==> src/rtl/spi_master_if.sv <==
// spi_master_if: register request/response bus between a requester and spi_master
interface spi_master_if #(
    parameter int ADDR_W = 10,
    parameter int DATA_W = 16
);
    logic              req_valid;
    logic              req_ready;
    logic              req_write;
    logic [ADDR_W-1:0] req_addr;
    logic [DATA_W-1:0] req_wdata;
    logic              rsp_valid;
    logic [DATA_W-1:0] rsp_rdata;
    modport master (
        output req_valid, req_write, req_addr, req_wdata,
        input  req_ready, rsp_valid, rsp_rdata
    );
    modport slave (
        input  req_valid, req_write, req_addr, req_wdata,
        output req_ready, rsp_valid, rsp_rdata
    );
endinterface

==> src/rtl/spi_master.sv <==
// spi_master: turns one register request into a 40-bit SPI mode-0 frame and returns read data
module spi_master #(
    parameter int CLK_DIV = 2,
    parameter int ADDR_W  = 10,
    parameter int DATA_W  = 16
) (
    input  logic         clk,
    input  logic         rst_n,
    spi_master_if.slave  bus,
    output logic         sclk,
    output logic         cs_n,
    output logic         mosi,
    input  logic         miso
);
    typedef enum logic [1:0] {IDLE, SHIFT, HOLD, GAP} state_t;
    localparam logic [7:0] HALF = 8'(CLK_DIV - 1);
    state_t            state_q, state_d;
    logic [7:0]        half_q, half_d;
    logic [5:0]        bit_q, bit_d;
    logic [39:0]       tx_q, tx_d;
    logic [DATA_W-1:0] rx_q, rx_d, rdata_q, rdata_d;
    logic              sclk_q, sclk_d, wr_q, wr_d, rsp_q, rsp_d;
    logic [ADDR_W-1:0] addr;
    assign addr = bus.req_addr;
    always_comb begin
        state_d = state_q;
        half_d  = half_q;
        bit_d   = bit_q;
        tx_d    = tx_q;
        rx_d    = rx_q;
        rdata_d = rdata_q;
        sclk_d  = sclk_q;
        wr_d    = wr_q;
        rsp_d   = 1'b0;
        case (state_q)
            IDLE: if (bus.req_valid) begin
                state_d = SHIFT;
                half_d  = HALF;
                bit_d   = 6'd39;
                wr_d    = bus.req_write;
                tx_d    = {bus.req_write, 7'b0, 16'(addr), bus.req_write ? bus.req_wdata : 16'h0000};
            end
            SHIFT: if (half_q != 8'd0) begin
                half_d = half_q - 8'd1;
            end else begin
                half_d = HALF;
                sclk_d = !sclk_q;
                // rising edge samples miso; falling edge advances mosi and the bit count
                if (!sclk_q) begin
                    rx_d = {rx_q[DATA_W-2:0], miso};
                end else begin
                    tx_d = {tx_q[38:0], 1'b0};
                    if (bit_q == 6'd0) state_d = HOLD;
                    else bit_d = bit_q - 6'd1;
                end
            end
            HOLD: if (half_q != 8'd0) begin
                half_d = half_q - 8'd1;
            end else begin
                state_d = GAP;
                half_d  = HALF;
                rsp_d   = 1'b1;
                rdata_d = wr_q ? '0 : rx_q;
            end
            GAP: if (half_q != 8'd0) half_d = half_q - 8'd1;
                 else state_d = IDLE;
            default: state_d = IDLE;
        endcase
    end
    always_ff @(posedge clk or negedge rst_n) begin
        if (!rst_n) begin
            state_q <= IDLE;
            half_q  <= '0;
            bit_q   <= '0;
            tx_q    <= '0;
            rx_q    <= '0;
            rdata_q <= '0;
            sclk_q  <= 1'b0;
            wr_q    <= 1'b0;
            rsp_q   <= 1'b0;
        end else begin
            state_q <= state_d;
            half_q  <= half_d;
            bit_q   <= bit_d;
            tx_q    <= tx_d;
            rx_q    <= rx_d;
            rdata_q <= rdata_d;
            sclk_q  <= sclk_d;
            wr_q    <= wr_d;
            rsp_q   <= rsp_d;
        end
    end
    assign bus.req_ready = state_q == IDLE;
    assign bus.rsp_valid = rsp_q;
    assign bus.rsp_rdata = rdata_q;
    assign sclk          = sclk_q;
    assign cs_n          = !(state_q == SHIFT || state_q == HOLD);
    assign mosi          = tx_q[39];
endmodule

==> src/flat_wrapper.sv <==
// flat-port wrapper written by rule: the top's interface ports become plain ports
module spi_master_flat 
#(
    parameter int CLK_DIV = 2,
    parameter int ADDR_W  = 10,
    parameter int DATA_W  = 16
)
  (clk, rst_n, sclk, cs_n, mosi, miso, bus_req_valid, bus_req_write, bus_req_addr, bus_req_wdata, bus_req_ready, bus_rsp_valid, bus_rsp_rdata);
  spi_master_if #(.ADDR_W(ADDR_W), .DATA_W(DATA_W)) bus_i ();
  input  logic clk;
  input  logic rst_n;
  output logic sclk;
  output logic cs_n;
  output logic mosi;
  input  logic miso;
  input wire logic [$bits(bus_i.req_valid)-1:0] bus_req_valid;
  input wire logic [$bits(bus_i.req_write)-1:0] bus_req_write;
  input wire logic [$bits(bus_i.req_addr)-1:0] bus_req_addr;
  input wire logic [$bits(bus_i.req_wdata)-1:0] bus_req_wdata;
  output wire logic [$bits(bus_i.req_ready)-1:0] bus_req_ready;
  output wire logic [$bits(bus_i.rsp_valid)-1:0] bus_rsp_valid;
  output wire logic [$bits(bus_i.rsp_rdata)-1:0] bus_rsp_rdata;
  assign bus_i.req_valid = bus_req_valid;
  assign bus_i.req_write = bus_req_write;
  assign bus_i.req_addr = bus_req_addr;
  assign bus_i.req_wdata = bus_req_wdata;
  assign bus_req_ready = bus_i.req_ready;
  assign bus_rsp_valid = bus_i.rsp_valid;
  assign bus_rsp_rdata = bus_i.rsp_rdata;
  spi_master #(.CLK_DIV(CLK_DIV), .ADDR_W(ADDR_W), .DATA_W(DATA_W)) u_core (.clk(clk), .rst_n(rst_n), .bus(bus_i), .sclk(sclk), .cs_n(cs_n), .mosi(mosi), .miso(miso));
endmodule
==> config.mk <==
export PLATFORM = sky130hd
export DESIGN_NAME = spi_master_flat
export DESIGN_NICKNAME = d
export VERILOG_FILES = /design/src/rtl/spi_master_if.sv /design/src/rtl/spi_master.sv /design/src/flat_wrapper.sv
export SDC_FILE = /design/constraint.sdc
export NUM_CORES = 1
export LEC_CHECK = 0
export BUFFER_PORTS_ARGS = -buffer_cell sky130_fd_sc_hd__buf_2
export CAP_MARGIN = 10
export CORE_ASPECT_RATIO = 1.5
export CORE_MARGIN = 5
export CORE_UTILIZATION = 58
export DETAILED_ROUTE_END_ITERATION = 16
export GPL_TIMING_DRIVEN = 1
export MAX_ROUTING_LAYER = met4
export PLACE_DENSITY = 0.79
export SETUP_SLACK_MARGIN = 0.1
export SLEW_MARGIN = 30
export SYNTH_ARGS = -nofsm -noshare
export SYNTH_HDL_FRONTEND = slang
export SYNTH_SLANG_ARGS = --single-unit
==> constraint.sdc <==
create_clock -name clk -period 2.5 [get_ports clk]
set_input_delay 0.125 -clock clk [delete_from_list [all_inputs] [get_ports clk]]
set_output_delay 0.125 -clock clk [all_outputs]
set_load 0.02 [all_outputs]
==> results.toml <==
[placed_design]
gp_congestion = 0.922
portBuffers = 51
place_hpwl_um = 5610
dpl.cell_count = 543
dp_slack_ns = 0.271

[clock_tree]
clockBufferDepth = 2
clk-insertion-delay-late_ns = 0.36
cts_buffers = 9
cts_root_buf = "clkbuf_8"
cts.sinks = 91
h-tree-depth = 3
cts_tree = "built"
post_cts_resized = 0
clk_pin_slew_ns = 0.09

[synthesis]
synth_seq_cells = 91
yosys.area_share.simple = 0.121
synth_edf_count = 0
yosysWarnings = 0
synthArstFlopShare = 1.00
yosys.area_share.adder = 0.0206
synth.avg_cell_area_um2 = 10.3
yosysSeqAreaShare = 0.535
synth_xor_area_frac = 0.00206
ys_types = 43
synth_compound_area_frac = 0.194
syn_inst = 411
synth_top_family_by_area = "compound AO/OA/AOI/OAI gates"
synth_ff_type = "dfrtp_1"
synthesis.area_um2 = 4250
synthesis.nets = 449
synth_mux_area_frac = 0.0871

[detailed_routing]
via_count = 3207
avgRoutedWirePerCell_um = 14.9
routed_wl_um = 8390
antenna_left = 0
viasPerCell = 5.71
dr.pass1.iters = 4
drc_errors = 0
drt-initial-drc-count = 176

[timing]
period_needed_ns = 2.26
setup_viol = 0
final_hold_viol_count = 0
whs_ns = 0.0362
timing.final.crit_share = 0.903
max_slew_margin = 0.564
clock.fmax_mhz = 443
worst_pin_slew_ns = 0.651
setup_tns_ns = 0
fin_ws_ns = 0.242
fin_skew_ns = 0.0113
grt_setup_unrepaired = "no"
slew_violations = 0

[power]
switchingPower_w = 0.000547
power.leakage_nw = 2.21
internal_power_w = 0.00202
swShare = 0.213
power_frac_seq = 0.572
peakVddDrop_v = 0.000347
combPwrFrac = 0.030
powerDensity_nw_per_um2 = 530
power.clock.fraction = 0.397

[floorplan]
die-area_um2 = 9180
die_w_um = 79.9
die_y_um = 115
rows = 38
core-area_um2 = 7180
io_pins = 52
start_util = 0.592

[layout]
syn_to_final_growth_pct = 13.9
instances_no_fill = 562
n_antenna_cell = 0
final_nets = 495
drive_gt1_frac = 0.221
fill_cells = 587

[global_routing]
overflow = 0
antenna_found_initial = 0
grt_pass1_wl_um = 14500
met1_usage = 0.264
met3_usage = 0.0384
grt_max_degree = 50
grt_use_total = 0.205
grt_util_met2 = 0.308
top_usage_layer = "met2"
grt_pass1_vias = 3160

[critical_path]
end_kind = "flip-flop"
path_class = "reg2reg"
critPathArrivalTime_ns = 2.50
required_ns = 2.74
cp_max_fo = 16
cp-start-kind = "flip-flop"

[flow_run]
max_cap_viol_count = 0

[outcome]
outcome = "finished clean"

[hold_path]
hp-class = "in2reg"
cell usage after synthesis (3+ instances only):
| library cell | count | area [µm²] |
|---|---|---|
| nor3_1 | 4 | 20.0 |
| inv_1 | 11 | 41.3 |
| a22oi_1 | 14 | 105 |
| nor2b_1 | 3 | 18.8 |
| o21ai_0 | 99 | 495 |
| nand2b_1 | 18 | 113 |
| a21oi_1 | 8 | 40.0 |
| o21ai_1 | 5 | 25.0 |
| nand2_1 | 40 | 150 |
| ha_1 | 7 | 87.6 |
| clkbuf_1 | 25 | 93.8 |
| o211ai_1 | 3 | 22.5 |
| dfrtp_1 | 91 | 2280 |
| mux2_2 | 8 | 90.1 |
| or4_1 | 3 | 22.5 |
| mux2i_1 | 13 | 130 |
| nand3_1 | 7 | 35.0 |
| mux2_4 | 10 | 150 |
| nor2_1 | 10 | 37.5 |
placed cells by master (no fill, tap or decap), types with 6 or more instances in the layout:
cell type	netlist	routed
nand2_1	40	40
mux2_2	8	8
buf_4	0	7
nor2_1	10	10
o21ai_0	99	99
inv_1	11	11
nand3_1	7	7
mux2i_1	13	12
a22oi_1	14	14
dfrtp_1	91	91
mux2_4	10	10
a21oi_1	8	8
buf_2	0	50
nand2b_1	18	18
ha_1	7	6
clkbuf_8	0	11
flip-flops by register name (all words and copies together) (netlist names):
signal	flops
u_core.tx_q	40
u_core.rx_q	16
u_core.sclk	1
u_core.bus.rsp_rdata	16
u_core.wr_q	1
u_core.state_q	2
u_core.bit_q	6
u_core.half_q	8
u_core.bus.rsp_valid	1
stage by stage:
stage          total power (W)  utilization  cell area, µm²
6_report               0.00257        0.675            4850
5_1_grt                0.00267        0.675            4850
4_1_cts                0.00259        0.675            4850
3_5_place_dp           0.00158        0.642            4610
3_3_place_gp           0.00158        0.642            4610
2_1_floorplan          0.00152            -            4250
worst max-delay path, cell delays in order, from the launching register on:
cell	delay (ns)
dfrtp_1	0.41
inv_1	0.08
ha_1	0.20
or3b_1	0.44
or4_4	0.67
mux2_4	0.35
layout make-up:
class,count,area [µm²],share of cell area
Clock inverter,3,46.3,0.00955
Sequential cell,91,2280,0.470
Inverter,11,41.3,0.00852
Tap cell,100,125,0.0258
Multi-Input combinational cell,282,1820,0.376
Clock buffer,13,159,0.0328
Timing Repair Buffer,62,373,0.0769
worst paths after layout:
kind	start	endpoint	slack, ns	cells after the start
max	u_core.half_q[0]$_DFFE_PN0P_	u_core.rx_q[7]$_DFFE_PN0P_	0.24	5
min	bus_req_wdata[8]	u_core.tx_q[8]$_DFFE_PN0P_	0.04	3
max reg2reg	u_core.half_q[0]$_DFFE_PN0P_	u_core.rx_q[7]$_DFFE_PN0P_	0.24	5
min reg2reg	u_core.bus.rsp_rdata[14]$_DFFE_PN0P_	u_core.bus.rsp_rdata[14]$_DFFE_PN0P_	0.47	2
max in group asynchronous	rst_n	u_core.bus.rsp_rdata[1]$_DFFE_PN0P_	1.57	3
min in group asynchronous	rst_n	u_core.half_q[4]$_DFFE_PN0P_	0.30	2
what timing repair did:
action                                  CTS  global route
endpoints found under the setup margin    0             0
hold buffers                              3             0
buffers inserted                          0             0
hold endpoints to repair                 46             0
routing by layer:
metal / share of wire / routed length [µm]
met5: 0 / 0
met4: 0.031 / 263
met3: 0.036 / 302
met2: 0.49 / 4110
met1: 0.44 / 3710
logic make-up after synthesis:
| kind of cell | after synthesis |
|---|---|
| DFF | 91 |
| buffers and inverters | 38 |
| AOI/OAI and AO/OA | 146 |
| and+or+nand+nor | 97 |
| adders and majority gates | 7 |
| muxes | 31 |
| xor gates and xnor gates | 1 |
power by group through the flow:
stage / logic [W] / registers, W / clock network (W)
after floorplan: 0.0000168 / 0.00150 / 0
after global placement: 0.0000765 / 0.00150 / 0
after detailed placement: 0.0000777 / 0.00150 / 0
after CTS: 0.0000812 / 0.00147 / 0.00104
after global routing: 0.0000924 / 0.00147 / 0.00110
final: 0.0000782 / 0.00147 / 0.00102
Power figures use the tool's default switching activity.
